File: config.mk
export PLATFORM = sky130hd
export DESIGN_NAME = cpu_bus_ctrl_flat
export DESIGN_NICKNAME = d
export VERILOG_FILES = /design/src/rtl/cpu_bus_pkg.sv /design/src/rtl/cpu_bus_ctrl_if.sv /design/src/rtl/cpu_bus_decode.sv /design/src/rtl/cpu_bus_ctrl.sv /design/src/flat_wrapper.sv
export SDC_FILE = /design/constraint.sdc
export NUM_CORES = 1
export LEC_CHECK = 0
export BUFFER_PORTS_ARGS = -buffer_cell sky130_fd_sc_hd__buf_2
export CAP_MARGIN = 20
export CORE_ASPECT_RATIO = 0.6
export CORE_MARGIN = 2
export CORE_UTILIZATION = 38
export CTS_CLUSTER_SIZE = 40
export DETAILED_ROUTE_END_ITERATION = 10
export GPL_TIMING_DRIVEN = 0
export PLACE_DENSITY = 0.78
export SYNTH_ARGS = -nofsm -noshare
export SYNTH_HDL_FRONTEND = slang
export SYNTH_HIERARCHICAL = 1
export SYNTH_SLANG_ARGS = --single-unit
File: constraint.sdc
create_clock -name clk -period 2.9 [get_ports clk]
set_input_delay 0.58 -clock clk [delete_from_list [all_inputs] [get_ports clk]]
set_output_delay 0.58 -clock clk [all_outputs]
set_load 0.005 [all_outputs]
File: src/rtl/cpu_bus_pkg.sv
// Shared widths, debug state type and a sizing helper for the 65C02 bus controller.
package cpu_bus_pkg;

   localparam int ADDR_W = 16;
   localparam int DATA_W = 8;

   typedef enum logic {
      RUN  = 1'b0,
      WAIT = 1'b1
   } bus_state_t;

   // Width of a binary slot index; a single slot still needs one bit.
   function automatic int idx_width(input int n);
      return (n > 1) ? $clog2(n) : 1;
   endfunction

endpackage

File: src/rtl/cpu_bus_ctrl_if.sv
// CPU-side and slot-side signal bundle of the bus controller.
interface cpu_bus_ctrl_if
   import cpu_bus_pkg::*;
#(
   parameter int NUM_SLOTS = 4,
   parameter int WAIT_BITS = 3
);

   logic [ADDR_W-1:0]           addr_next;
   logic [DATA_W-1:0]           dout_next;
   logic                        we_next;
   logic [ADDR_W*NUM_SLOTS-1:0] slot_base;
   logic [ADDR_W*NUM_SLOTS-1:0] slot_mask;
   logic [WAIT_BITS*NUM_SLOTS-1:0] slot_wait;
   logic [DATA_W*NUM_SLOTS-1:0] slot_din;
   logic [DATA_W-1:0]           ext_din;

   logic                        cpu_rdy;
   logic [DATA_W-1:0]           cpu_din;
   logic [ADDR_W-1:0]           bus_addr;
   logic [DATA_W-1:0]           bus_dout;
   logic                        bus_we;
   logic [NUM_SLOTS-1:0]        slot_sel;
   logic [NUM_SLOTS-1:0]        slot_cs;
   logic                        ext_sel;
   logic                        phi2;

   modport slave (
      input  addr_next, dout_next, we_next,
      input  slot_base, slot_mask, slot_wait, slot_din, ext_din,
      output cpu_rdy, cpu_din, bus_addr, bus_dout, bus_we,
      output slot_sel, slot_cs, ext_sel, phi2
   );

   modport master (
      output addr_next, dout_next, we_next,
      output slot_base, slot_mask, slot_wait, slot_din, ext_din,
      input  cpu_rdy, cpu_din, bus_addr, bus_dout, bus_we,
      input  slot_sel, slot_cs, ext_sel, phi2
   );

endinterface

File: src/rtl/cpu_bus_decode.sv
// Programmable window decoder: base/mask compare per slot, lowest index wins.
module cpu_bus_decode
   import cpu_bus_pkg::*;
#(
   parameter int NUM_SLOTS = 4
)(
   input  logic [ADDR_W-1:0]                addr,
   input  logic [ADDR_W*NUM_SLOTS-1:0]      bases,
   input  logic [ADDR_W*NUM_SLOTS-1:0]      masks,
   output logic [NUM_SLOTS-1:0]             sel,
   output logic [idx_width(NUM_SLOTS)-1:0]  idx,
   output logic                             hit
);

   localparam int IDX_W = idx_width(NUM_SLOTS);

   logic [NUM_SLOTS-1:0] hits;

   genvar gi;
   generate
      for (gi = 0; gi < NUM_SLOTS; gi++) begin : g_win
         logic [ADDR_W-1:0] mask_w;
         assign mask_w   = masks[gi*ADDR_W +: ADDR_W];
         assign hits[gi] = ((addr & mask_w) == (bases[gi*ADDR_W +: ADDR_W] & mask_w));
      end
   endgenerate

   // x & -x keeps only the lowest set bit, which gives lowest-index priority
   assign sel = hits & (~hits + NUM_SLOTS'(1));
   assign hit = |hits;

   always_comb begin
      idx = '0;
      for (int i = NUM_SLOTS - 1; i >= 0; i--) begin
         if (hits[i]) begin
            idx = IDX_W'(i);
         end
      end
   end

endmodule

File: src/rtl/cpu_bus_ctrl.sv
// 65C02 bus controller: RDY clock enable, output registers, slot decode, wait states, read mux.
module cpu_bus_ctrl
   import cpu_bus_pkg::*;
#(
   parameter int CLKEN_BITS = 2,
   parameter int NUM_SLOTS  = 4,
   parameter int WAIT_BITS  = 3
)(
   input  logic          clk,
   input  logic          resb,
   cpu_bus_ctrl_if.slave bus
);

   localparam int IDX_W = idx_width(NUM_SLOTS);

   logic [CLKEN_BITS-1:0] ctr_reg;
   logic                  tick;
   logic                  rdy_reg;
   logic                  rdy_next;
   logic [WAIT_BITS-1:0]  wcnt_reg;
   logic [WAIT_BITS-1:0]  wcnt_next;
   logic [WAIT_BITS-1:0]  wait_load;
   logic [ADDR_W-1:0]     addr_reg;
   logic [DATA_W-1:0]     dout_reg;
   logic                  we_reg;
   bus_state_t            state;

   logic [NUM_SLOTS-1:0]  sel_next;
   logic [NUM_SLOTS-1:0]  sel_cur;
   logic [IDX_W-1:0]      idx_next;
   logic [IDX_W-1:0]      idx_cur;
   logic                  hit_next;
   logic                  hit_cur;

   // Decode of the early address sizes the wait of the access about to start
   cpu_bus_decode #(.NUM_SLOTS(NUM_SLOTS)) u_dec_next (
      .addr  (bus.addr_next),
      .bases (bus.slot_base),
      .masks (bus.slot_mask),
      .sel   (sel_next),
      .idx   (idx_next),
      .hit   (hit_next)
   );

   cpu_bus_decode #(.NUM_SLOTS(NUM_SLOTS)) u_dec_cur (
      .addr  (addr_reg),
      .bases (bus.slot_base),
      .masks (bus.slot_mask),
      .sel   (sel_cur),
      .idx   (idx_cur),
      .hit   (hit_cur)
   );

   assign tick      = &ctr_reg;
   assign wait_load = (hit_next && sel_next[idx_next])
                    ? bus.slot_wait[idx_next*WAIT_BITS +: WAIT_BITS]
                    : '0;

   always_comb begin
      state     = (wcnt_reg == '0) ? RUN : WAIT;
      rdy_next  = 1'b0;
      wcnt_next = wcnt_reg;
      // rdy only occurs with ctr==0, so an access start never meets a tick
      if (rdy_reg) begin
         wcnt_next = wait_load;
      end else begin
         case (state)
            RUN:     rdy_next = tick;
            WAIT:    if (tick) wcnt_next = wcnt_reg - WAIT_BITS'(1);
            default: rdy_next = 1'b0;
         endcase
      end
   end

   always_ff @(posedge clk or negedge resb) begin
      if (!resb) begin
         ctr_reg  <= '0;
         rdy_reg  <= 1'b0;
         wcnt_reg <= '0;
         addr_reg <= '0;
         dout_reg <= '0;
         we_reg   <= 1'b0;
      end else begin
         ctr_reg  <= ctr_reg + CLKEN_BITS'(1);
         rdy_reg  <= rdy_next;
         wcnt_reg <= wcnt_next;
         if (rdy_reg) begin
            addr_reg <= bus.addr_next;
            dout_reg <= bus.dout_next;
            we_reg   <= bus.we_next;
         end
      end
   end

   assign bus.cpu_rdy  = rdy_reg;
   assign bus.bus_addr = addr_reg;
   assign bus.bus_dout = dout_reg;
   assign bus.bus_we   = we_reg;
   assign bus.phi2     = ctr_reg[CLKEN_BITS-1];
   assign bus.slot_sel = sel_cur;
   assign bus.slot_cs  = sel_cur & {NUM_SLOTS{rdy_reg}};
   assign bus.ext_sel  = ~hit_cur;
   assign bus.cpu_din  = hit_cur ? bus.slot_din[idx_cur*DATA_W +: DATA_W] : bus.ext_din;

endmodule

File: src/flat_wrapper.sv
// flat-port wrapper written by rule: the top's interface ports become plain ports
module cpu_bus_ctrl_flat import cpu_bus_pkg::*;
#(
   parameter int CLKEN_BITS = 2,
   parameter int NUM_SLOTS  = 4,
   parameter int WAIT_BITS  = 3
)
  (clk, resb, bus_addr_next, bus_dout_next, bus_we_next, bus_slot_base, bus_slot_mask, bus_slot_wait, bus_slot_din, bus_ext_din, bus_cpu_rdy, bus_cpu_din, bus_bus_addr, bus_bus_dout, bus_bus_we, bus_slot_sel, bus_slot_cs, bus_ext_sel, bus_phi2);
  cpu_bus_ctrl_if #(.NUM_SLOTS(NUM_SLOTS), .WAIT_BITS(WAIT_BITS)) bus_i ();
  input  logic clk;
  input  logic resb;
  input wire logic [$bits(bus_i.addr_next)-1:0] bus_addr_next;
  input wire logic [$bits(bus_i.dout_next)-1:0] bus_dout_next;
  input wire logic [$bits(bus_i.we_next)-1:0] bus_we_next;
  input wire logic [$bits(bus_i.slot_base)-1:0] bus_slot_base;
  input wire logic [$bits(bus_i.slot_mask)-1:0] bus_slot_mask;
  input wire logic [$bits(bus_i.slot_wait)-1:0] bus_slot_wait;
  input wire logic [$bits(bus_i.slot_din)-1:0] bus_slot_din;
  input wire logic [$bits(bus_i.ext_din)-1:0] bus_ext_din;
  output wire logic [$bits(bus_i.cpu_rdy)-1:0] bus_cpu_rdy;
  output wire logic [$bits(bus_i.cpu_din)-1:0] bus_cpu_din;
  output wire logic [$bits(bus_i.bus_addr)-1:0] bus_bus_addr;
  output wire logic [$bits(bus_i.bus_dout)-1:0] bus_bus_dout;
  output wire logic [$bits(bus_i.bus_we)-1:0] bus_bus_we;
  output wire logic [$bits(bus_i.slot_sel)-1:0] bus_slot_sel;
  output wire logic [$bits(bus_i.slot_cs)-1:0] bus_slot_cs;
  output wire logic [$bits(bus_i.ext_sel)-1:0] bus_ext_sel;
  output wire logic [$bits(bus_i.phi2)-1:0] bus_phi2;
  assign bus_i.addr_next = bus_addr_next;
  assign bus_i.dout_next = bus_dout_next;
  assign bus_i.we_next = bus_we_next;
  assign bus_i.slot_base = bus_slot_base;
  assign bus_i.slot_mask = bus_slot_mask;
  assign bus_i.slot_wait = bus_slot_wait;
  assign bus_i.slot_din = bus_slot_din;
  assign bus_i.ext_din = bus_ext_din;
  assign bus_cpu_rdy = bus_i.cpu_rdy;
  assign bus_cpu_din = bus_i.cpu_din;
  assign bus_bus_addr = bus_i.bus_addr;
  assign bus_bus_dout = bus_i.bus_dout;
  assign bus_bus_we = bus_i.bus_we;
  assign bus_slot_sel = bus_i.slot_sel;
  assign bus_slot_cs = bus_i.slot_cs;
  assign bus_ext_sel = bus_i.ext_sel;
  assign bus_phi2 = bus_i.phi2;
  cpu_bus_ctrl #(.CLKEN_BITS(CLKEN_BITS), .NUM_SLOTS(NUM_SLOTS), .WAIT_BITS(WAIT_BITS)) u_core (.clk(clk), .resb(resb), .bus(bus_i));
endmodule
==> impl_metrics.toml <==
[run_status]
status = "finished with violations"
failed_checks = "setup timing"

[power_and_ir_drop]
irDropWorstVdd_mv = 0.268
p_int_uw = 1110
p_per_area_nw_per_um2 = 305
p_seq_share_pct = 29.0
combPwrFrac_pct = 38.6
p_total_uw = 1670
clockPowerShare_pct = 32.4
power.switching_uw = 559
p_leak_uw = 0.00266
p_sw_share_pct = 33.5

[place]
portBuffers = 250
dp_hpwl_um = 12000
placed_area_um2 = 4980
place_congestion = 0.941

[logic_synthesis]
syn_avg_cell_area_um2 = 10.2
synth_edf_count = 0
ys_top_cells_by_count = "xor2_1, a22oi_1, dfrtp_1"
synth.distinct_cells = 30
post-synth-top-count-cell = "xor2_1"
synthCells = 350
yosysSeqAreaShare_pct = 21.7
yosysTopAreaCell = "xor2_1"
yosysTopAreaCellShare_pct = 31.4
syn_nets = 560
yosys_warnings = 6
async_flop_share_pct = 100
synth_seq_cells = 31
syn_area_um2 = 3570
synth_area_leaders = "xor2_1, dfrtp_1, a22oi_1"
ys.flop_type = "dfrtp_1"

[route]
final_antenna_net_count = 0
drc = 0
vias = 4011
wirelength_um = 14300
dr.pass1.iters = 4
drt-initial-drc-count = 167
wl_per_cell_um = 18.8
vias_per_cell = 5.26

[cts]
worstSkewPairLatency_ns = 0.28
cts_root_buf = "clkbuf_16"
cts_buffers = 5
ctsHtreeMaxLevel = 2
path_clk_slew_ns = 0.06
clock_sinks = 31
cts_hold_buf = 0
clockBufferDepth = 2
cts_tree = "yes"

[sta]
finClkSkew_ns = 0.00662
fin_crit_ns = 3.48
fmax_mhz = 287
slew_headroom_pct = 48.2
rsz0062_at_grt = "true"
worst_pin_slew_ns = 0.777
finalMaxSlewViolations = 0
fin_crit_sh_pct = 120
setup_viol = 9
setup_slack_ns = -0.580
hold_viol = 0

[floorplanning]
io_pins = 251
die_x_um = 129
core-area_um2 = 9160
rows = 27
start_util_pct = 39.0
fp.dieH_um = 79.1
die_area_um2 = 10200

[critical_path]
cp.required_ns = 2.32
critical-path-max-stage-delay_ns = 0.51
start_kind = "register"
worst-setup-path-type = "register to output port"
path_cells = "buf_4 -> xor2_1 -> a22oi_1 -> nand4_1 -> nor2_4 -> o22a_2 -> buf_12 -> mux4_2 -> mux2_4 -> buf_6"
worstPathMaxFanout = 8
end_kind = "output port"
cp.arrival_ns = 2.90
worst_path_max_delay_cell = "mux4_2"

[worst_hold_path]
min_path_type = "input pin to async pin"

[global_routing]
grt_first_pass_wirelength_um = 21200
grt_pass1_vias = 4333
gr-total-overflow = 0
grt_usage_pct = 27.1
grt_max_degree = 32
antenna_found_initial = 0

[layout]
drive_gt1_share_pct = 59.0
nNetsFinal = 841
post-route-util_pct = 59.7
fin_area_um2 = 5470
num_antenna_cells = 0
fillers = 826
largest_reg_flops = 16
syn_to_final_growth_pct = 53.1

[flow_run]
drv_cap = 0
==> power groups by stage <==
stage | Sequential (uW) | Clock (uW) | Combinational, uW
finish | 484 | 540 | 644
global placement | 493 | 0 | 555
floorplan | 485 | 0 | 275
CTS | 484 | 546 | 623
global route | 487 | 566 | 696
detailed placement | 494 | 0 | 578
==> per-stage QoR <==
stage	std cells	TNS, ns	hold slack [ns]	setup slack [ns]
final	762	-4.52	0.367	-0.580
after global routing	762	-5.48	0.420	-0.670
after CTS	756	-4.29	0.394	-0.552
after detailed placement	730	-5.35	0.418	-0.670
after global placement	730	-4.88	0.409	-0.613
after floorplan	350	0	0.284	0.0387
==> final timing paths <==
kind	endpoint	from	slack, ns	cells after the start
hold reg to reg	u_core/ctr_reg[0]	u_core/ctr_reg[0]	0.43	1
setup / recovery	bus_cpu_din[5]	u_core/bus.bus_addr[5]	-0.58	10
hold / removal	u_core/ctr_reg[0]	resb	0.37	1
setup reg to reg	u_core/wcnt_reg[1]	u_core/wcnt_reg[0]	1.33	6
min in group clk	u_core/ctr_reg[0]	u_core/ctr_reg[0]	0.43	1
max in group asynchronous	u_core/bus.bus_addr[0]	resb	1.97	1
==> worst max-delay path: cells and delay by family, from the launching register on <==
family                 cells  cell delay (ns)
flip-flops                 1             0.44
AND/OR/NAND/NOR            2             0.45
buffers and inverters      3             0.41
AO/OA/AOI/OAI              2             0.39
multiplexers               2             0.79
XOR/XNOR                   1             0.15
==> layout make-up <==
class                           count  area (um2)  share of cell area (%)
Multi-Input combinational cell    306        2790                    51.0
Timing Repair Buffer              275        1500                    27.5
Sequential cell                    31         795                    14.5
Tap cell                          130         163                    2.98
Clock buffer                        5         125                    2.29
Buffer                              7        51.3                   0.938
Clock inverter                      3        23.8                   0.435
Inverter                            5        18.8                   0.343
==> layout by cell type (no fill, tap or decap), types with 3 or more instances in the layout <==
master,n
nand4_2,3
nor2_1,5
ha_1,3
nor3_1,7
o21ai_0,5
nor2_2,3
nand4_1,12
nor2_4,4
clkbuf_16,5
buf_4,24
buf_6,8
xor2_1,127
dfrtp_1,16
nand2_1,3
dfrtp_2,15
mux2_4,8
mux2_2,26
a22oi_2,6
a22oi_1,58
buf_2,246
inv_1,5
mux4_2,10
mux2i_1,4
and2_1,4
==> metal layers <==
layer,share of wire (%),vias to the layer above,global-route usage [%]
li1,-,1870,-
met2,51,193,49.5
met5,0,-,0
met1,39,1929,32.1
met3,8.6,19,6.20
met4,1.4,0,7.07
==> cells by family after synthesis <==
kind of cell,share of synthesized area (%)
XOR/XNOR,31.7
buffers and inverters,1.72
multiplexers,19.0
adder cells (fa/ha/maj),1.05
AO/OA/AOI/OAI,15.0
AND/OR/NAND/NOR,9.81
flip-flops,21.7
==> timing repair <==
action,CTS,global route
endpoints found under the setup margin,9,11
pin swaps,16,12
cloned,0,0
setup buffers,19,7
gates resized for setup,28,11
Note: power is estimated with default switching activity, not from simulation.
